### src/rtl/vga_frame_ctrl.sv
// vga_frame_ctrl: 640x480 VGA timing, image ROM addressing and frame-latched display control
module vga_frame_ctrl #(
    parameter int DIV      = 2,
    parameter int H_ACTIVE = 640,
    parameter int H_FP     = 16,
    parameter int H_SYNC   = 96,
    parameter int H_BP     = 48,
    parameter int V_ACTIVE = 480,
    parameter int V_FP     = 10,
    parameter int V_SYNC   = 2,
    parameter int V_BP     = 33,
    parameter int IMG_W    = 256,
    parameter int IMG_H    = 256,
    parameter int WIN_X0   = 192,
    parameter int WIN_Y0   = 112,
    parameter int ADDR_W   = 17
) (
    input  logic              clk,
    input  logic              reset,
    input  logic              enable_vga,
    input  logic              image_sel,
    input  logic [7:0]        pixel_in,
    output logic [ADDR_W-1:0] mem_addr,
    output logic              vga_hsync,
    output logic              vga_vsync,
    output logic              vga_blank_n,
    output logic [7:0]        vga_r,
    output logic [7:0]        vga_g,
    output logic [7:0]        vga_b,
    output logic              frame_start
);
    localparam int H_TOTAL = H_ACTIVE + H_FP + H_SYNC + H_BP;
    localparam int V_TOTAL = V_ACTIVE + V_FP + V_SYNC + V_BP;
    localparam int DW      = DIV > 1 ? $clog2(DIV) : 1;
    localparam int HW      = $clog2(H_TOTAL);
    localparam int VW      = $clog2(V_TOTAL);

    logic [DW-1:0]     r_div;
    logic [HW-1:0]     r_h_cnt;
    logic [VW-1:0]     r_v_cnt;
    logic              r_cur_en;
    logic              r_cur_img;
    logic              r_hs1;
    logic              r_vs1;
    logic              r_act1;
    logic              r_win1;
    logic              w_tick;
    logic              w_h_last;
    logic              w_v_last;
    logic              w_boundary;
    logic              w_win;
    logic              w_show;
    logic [31:0]       w_h;
    logic [31:0]       w_v;
    logic [ADDR_W-1:0] w_addr;

    assign w_h        = 32'(r_h_cnt);
    assign w_v        = 32'(r_v_cnt);
    assign w_tick     = 32'(r_div) == DIV - 1;
    assign w_h_last   = w_h == H_TOTAL - 1;
    assign w_v_last   = w_v == V_TOTAL - 1;
    assign w_boundary = w_tick && w_h_last && w_v_last;
    assign w_win      = w_h >= WIN_X0 && w_h < WIN_X0 + IMG_W && w_v >= WIN_Y0 && w_v < WIN_Y0 + IMG_H;
    assign w_addr     = ADDR_W'((r_cur_img ? 32'(IMG_W * IMG_H) : 32'd0) + (w_v - WIN_Y0) * IMG_W + (w_h - WIN_X0));
    assign w_show     = r_act1 && r_win1 && r_cur_en;

    // pixel-tick divider: one tick every DIV clocks
    always_ff @(posedge clk) begin
        if (reset)
            r_div <= '0;
        else
            r_div <= w_tick ? '0 : r_div + 1'b1;
    end

    // raster position counters advance on each tick
    always_ff @(posedge clk) begin
        if (reset) begin
            r_h_cnt <= '0;
            r_v_cnt <= '0;
        end else if (w_tick) begin
            r_h_cnt <= w_h_last ? '0 : r_h_cnt + 1'b1;
            if (w_h_last)
                r_v_cnt <= w_v_last ? '0 : r_v_cnt + 1'b1;
        end
    end

    // CPU controls are taken only at the frame wrap so a frame never tears
    always_ff @(posedge clk) begin
        if (reset) begin
            r_cur_en    <= 1'b0;
            r_cur_img   <= 1'b0;
            frame_start <= 1'b0;
        end else begin
            frame_start <= w_boundary;
            if (w_boundary) begin
                r_cur_en  <= enable_vga;
                r_cur_img <= image_sel;
            end
        end
    end

    // stage 1: decode timing regions and issue the ROM address (held outside the window)
    always_ff @(posedge clk) begin
        if (reset) begin
            r_hs1    <= 1'b1;
            r_vs1    <= 1'b1;
            r_act1   <= 1'b0;
            r_win1   <= 1'b0;
            mem_addr <= '0;
        end else if (w_tick) begin
            r_hs1  <= !(w_h >= H_ACTIVE + H_FP && w_h < H_ACTIVE + H_FP + H_SYNC);
            r_vs1  <= !(w_v >= V_ACTIVE + V_FP && w_v < V_ACTIVE + V_FP + V_SYNC);
            r_act1 <= w_h < H_ACTIVE && w_v < V_ACTIVE;
            r_win1 <= w_win;
            if (w_win)
                mem_addr <= w_addr;
        end
    end

    // stage 2: align sync/blank with the ROM pixel returned for the stage-1 address
    always_ff @(posedge clk) begin
        if (reset) begin
            vga_hsync   <= 1'b1;
            vga_vsync   <= 1'b1;
            vga_blank_n <= 1'b0;
            vga_r       <= 8'h00;
            vga_g       <= 8'h00;
            vga_b       <= 8'h00;
        end else if (w_tick) begin
            vga_hsync   <= r_hs1;
            vga_vsync   <= r_vs1;
            vga_blank_n <= r_act1;
            vga_r       <= w_show ? pixel_in : 8'h00;
            vga_g       <= w_show ? pixel_in : 8'h00;
            vga_b       <= w_show ? pixel_in : 8'h00;
        end
    end
endmodule

### config.mk
export PLATFORM = sky130hd
export DESIGN_NAME = vga_frame_ctrl
export DESIGN_NICKNAME = d
export VERILOG_FILES = /design/src/rtl/vga_frame_ctrl.sv
export SDC_FILE = /design/constraint.sdc
export NUM_CORES = 1
export LEC_CHECK = 0
export ABC_CLOCK_PERIOD_IN_PS = 3950
export BUFFER_PORTS_ARGS = -buffer_cell sky130_fd_sc_hd__buf_2
export CAP_MARGIN = 20
export CORE_AREA = 2 2 86 88
export CTS_BUF_LIST = sky130_fd_sc_hd__clkbuf_8
export CTS_CLUSTER_SIZE = 24
export DETAILED_ROUTE_END_ITERATION = 12
export DIE_AREA = 0 0 88 90
export PLACE_DENSITY = 0.73
export RECOVER_POWER = 50
export SETUP_SLACK_MARGIN = 0.3
export SYNTH_ARGS = -nofsm -noshare
export SYNTH_HDL_FRONTEND = slang
export SYNTH_SLANG_ARGS = --single-unit
### constraint.sdc
create_clock -name clk -period 3.95 [get_ports clk]
set_clock_uncertainty 0.15 [all_clocks]
set_input_delay 0.395 -clock clk [delete_from_list [all_inputs] [get_ports clk]]
set_output_delay 0.395 -clock clk [all_outputs]
set_load 0.005 [all_outputs]
==> key figures <==
STA
  • Max transition margin: 0.466
  • Slew @ Worst Pin: 0.802 ns
  • Final Setup Violations: 0
  • Fmax achieved: 325 MHz
  • Sum Neg Setup Slack: 0 ns
  • Max Slew Vio Count: 0
  • RSZ-0062 raised after global routing: no
  • Crit path time final: 3.07 ns
  • Fin. Hold Viols: 0
  • Period utilisation layout: 0.778

Floorplanning
  • Die area: 7920 µm²
  • Die height: 90 µm
  • Starting Density: 0.432
  • Core box area: 7020 µm²
  • Die Span X: 88 µm
  • IO Count: 57
  • Site Rows: 31

Logic synthesis
  • Most instantiated library cell after synthesis: dfxtp_1
  • Synth async-reset ratio: 0
  • Synth Flop Type: dfxtp_1
  • Register area share after synthesis: 0.370
  • Synthesis Warnings: 0
  • Flops & latches, synth: 56
  • Yosys top cell by area: dfxtp_1
  • Synth unique cells: 49
  • Syn Area/Cell: 9.27 µm²
  • Top cells by count, synth: dfxtp_1, nor2_1, ha_1, xnor2_1
  • Yosys top cell area share: 0.370
  • Post-synth EDFFs: 0
  • Cells after synthesis: 327
  • Synth Cell Area: 3030 µm²
  • Synthesized netlist net count: 361
  • Synth area leaders: dfxtp_1, ha_1, nor2_1

Setup path
  • Critical Path AT: 3.10 ns
  • Crit Path Class: flip-flop to flip-flop
  • Critical path required time: 3.97 ns
  • Startpoint class of the critical path: flip-flop
  • Max FO, Critical Path: 10
  • CP Capture Type: flip-flop

Final layout
  • Final net count: 393
  • # fillers: 682
  • Area growth syn-to-layout: 9.74%
  • Ratio of cells with drive above 1 in the final layout: 0.156
  • N_diodes: 0
  • Finished Cell Area: 3330 µm²

Routing
  • Via density: 4.99
  • Routed via count: 2291
  • Final routed DRC violation total: 0
  • 1st-iter DRT viols: 123
  • Final wirelength: 5.92 mm
  • WL per Instance: 12.9 µm
  • Routed Antenna Nets: 0
  • Drt first pass iters: 4

Placed design
  • IO Port Bufs: 56
  • Post-DP HPWL: 4.50 mm
  • Placed instance area: 3230 µm²
  • Placer Congestion: 0.871

Global route
  • Largest net degree at the start of global routing: 28
  • GR Overflow Total: 0
  • First-pass GRT wire length: 9.97 mm
  • Total GRT Usage: 0.155
  • Vias in the first global route: 2138
  • Antenna violations before repair: 0

Clock tree
  • Clock Tree Buf Depth: 2
  • CTS tree: built
  • Clk slew on worst S/H paths: 0.10 ns
  • Clock Sinks: 56
  • Clock Tree Root: clkbuf_8
  • H-tree levels: 2
  • Post-CTS Hold Buffers: 0
  • Total CTS buffers: 5
  • Post-cts sizing count: 0
  • Worst skew pair latency: 0.30 ns
  • Postcts setup bufs: 0

Power and ir drop
  • PD cells: 298 nW/µm²
  • Pleak: 1.39 nW
  • Worst vdd ir: 252 µV

Flow run
  • MaxCap Viol Count: 0

Outcome
  • Run status: finished clean

Min path
  • Hold Crit Class: input pin to flip-flop
## cells in the final DEF, fill, tap and decap left out, types with 2 or more instances in the layout
cell | netlist | layout
clkbuf_1 | 5 | 20
mux2i_1 | 18 | 18
nor4_2 | 2 | 2
o211a_1 | 2 | 2
ha_1 | 21 | 21
a21oi_1 | 11 | 11
nor4_1 | 6 | 6
a22o_1 | 10 | 10
nor3_1 | 4 | 4
nand4_1 | 6 | 6
a211oi_1 | 3 | 3
and3_1 | 2 | 2
nand3_1 | 8 | 8
clkbuf_8 | 0 | 6
dfxtp_1 | 56 | 56
nand2_1 | 17 | 17
nor2_1 | 51 | 51
a21o_1 | 3 | 3
and2_1 | 2 | 2
nor4b_1 | 3 | 3
xor2_1 | 10 | 10
xnor2_1 | 20 | 20
inv_1 | 12 | 12
o21ai_0 | 6 | 6
buf_2 | 6 | 37
## cells by family after synthesis
family / count (synthesis) / share of synthesized area
AOI/OAI and AO/OA: 43 / 0.101
xor gates and xnor gates: 31 / 0.0941
adders and majority gates: 22 / 0.0933
buffers and inverters: 45 / 0.0854
DFF: 56 / 0.370
muxes: 18 / 0.0594
and+or+nand+nor: 112 / 0.197
## critical path, stage by stage, from the launching register on
cell     delay [ns]
dfxtp_1        0.37
ha_1           0.31
nor3_2         0.48
xor2_1         0.23
fa_1           0.50
a21o_1         0.20
a21oi_1        0.28
nor4b_1        0.10
o31ai_1        0.21
o21ai_0        0.11
## metrics by stage
| stage | utilization | instances | setup WS [ns] | hold WS, ns | power, mW |
|---|---|---|---|---|---|
| after floorplan | - | 327 | 1.15 | 0.295 | 0.608 |
| after global placement | 0.461 | 451 | 1.01 | 0.298 | 0.620 |
| after detailed placement | 0.461 | 451 | 0.873 | 0.311 | 0.620 |
| after CTS | 0.478 | 459 | 0.858 | 0.132 | 1.01 |
| after global routing | 0.474 | 459 | 0.637 | 0.128 | 1.04 |
| final | 0.474 | 459 | 0.877 | 0.140 | 0.993 |
## layer usage
| metal | vias up | track usage | wire length, µm | part of all wire |
|---|---|---|---|---|
| met5 | - | 0 | 0 | 0 |
| met2 | 62 | 0.245 | 2670 | 0.45 |
| met3 | 5 | 0.0331 | 318 | 0.054 |
| met1 | 1056 | 0.217 | 2890 | 0.49 |
| met4 | 0 | 0.0308 | 48 | 0.0081 |
| li1 | 1168 | - | - | - |
## flip-flops by register name (all words and copies together), names as in the netlist
name         flops
r_win1           1
vga_blank_n      1
r_hs1            1
r_div            1
r_act1           1
r_v_cnt         10
r_cur_img        1
vga_hsync        1
frame_start      1
r_h_cnt         10
vga_r            8
r_cur_en         1
mem_addr        17
r_vs1            1
vga_vsync        1
## power breakdown
group | internal, mW | switching, mW | total [mW]
clock | 0.207 | 0.180 | 0.387
sequential | 0.568 | 0.00503 | 0.573
combinational | 0.0123 | 0.0204 | 0.0327
## worst paths after layout
kind | to | from | cells after the start | slack [ns]
min | vga_r[5] | pixel_in[5] | 2 | 0.14
min reg2reg | mem_addr[15] | mem_addr[15] | 2 | 0.32
max reg2reg | mem_addr[15] | r_h_cnt[7] | 9 | 0.88
max | mem_addr[15] | r_h_cnt[7] | 9 | 0.88
## layout make-up
class                   instances  area (µm²)  area share
repair buffers                 57         260      0.0782
inverters                      13        48.8      0.0147
flip-flops and latches         56        1120       0.337
clock inverters                 2        38.8      0.0117
clock buffers                   6        82.6      0.0248
multi-input cells             226        1650       0.496
well taps                      99         124      0.0372
(Power assumes the default switching activity.)
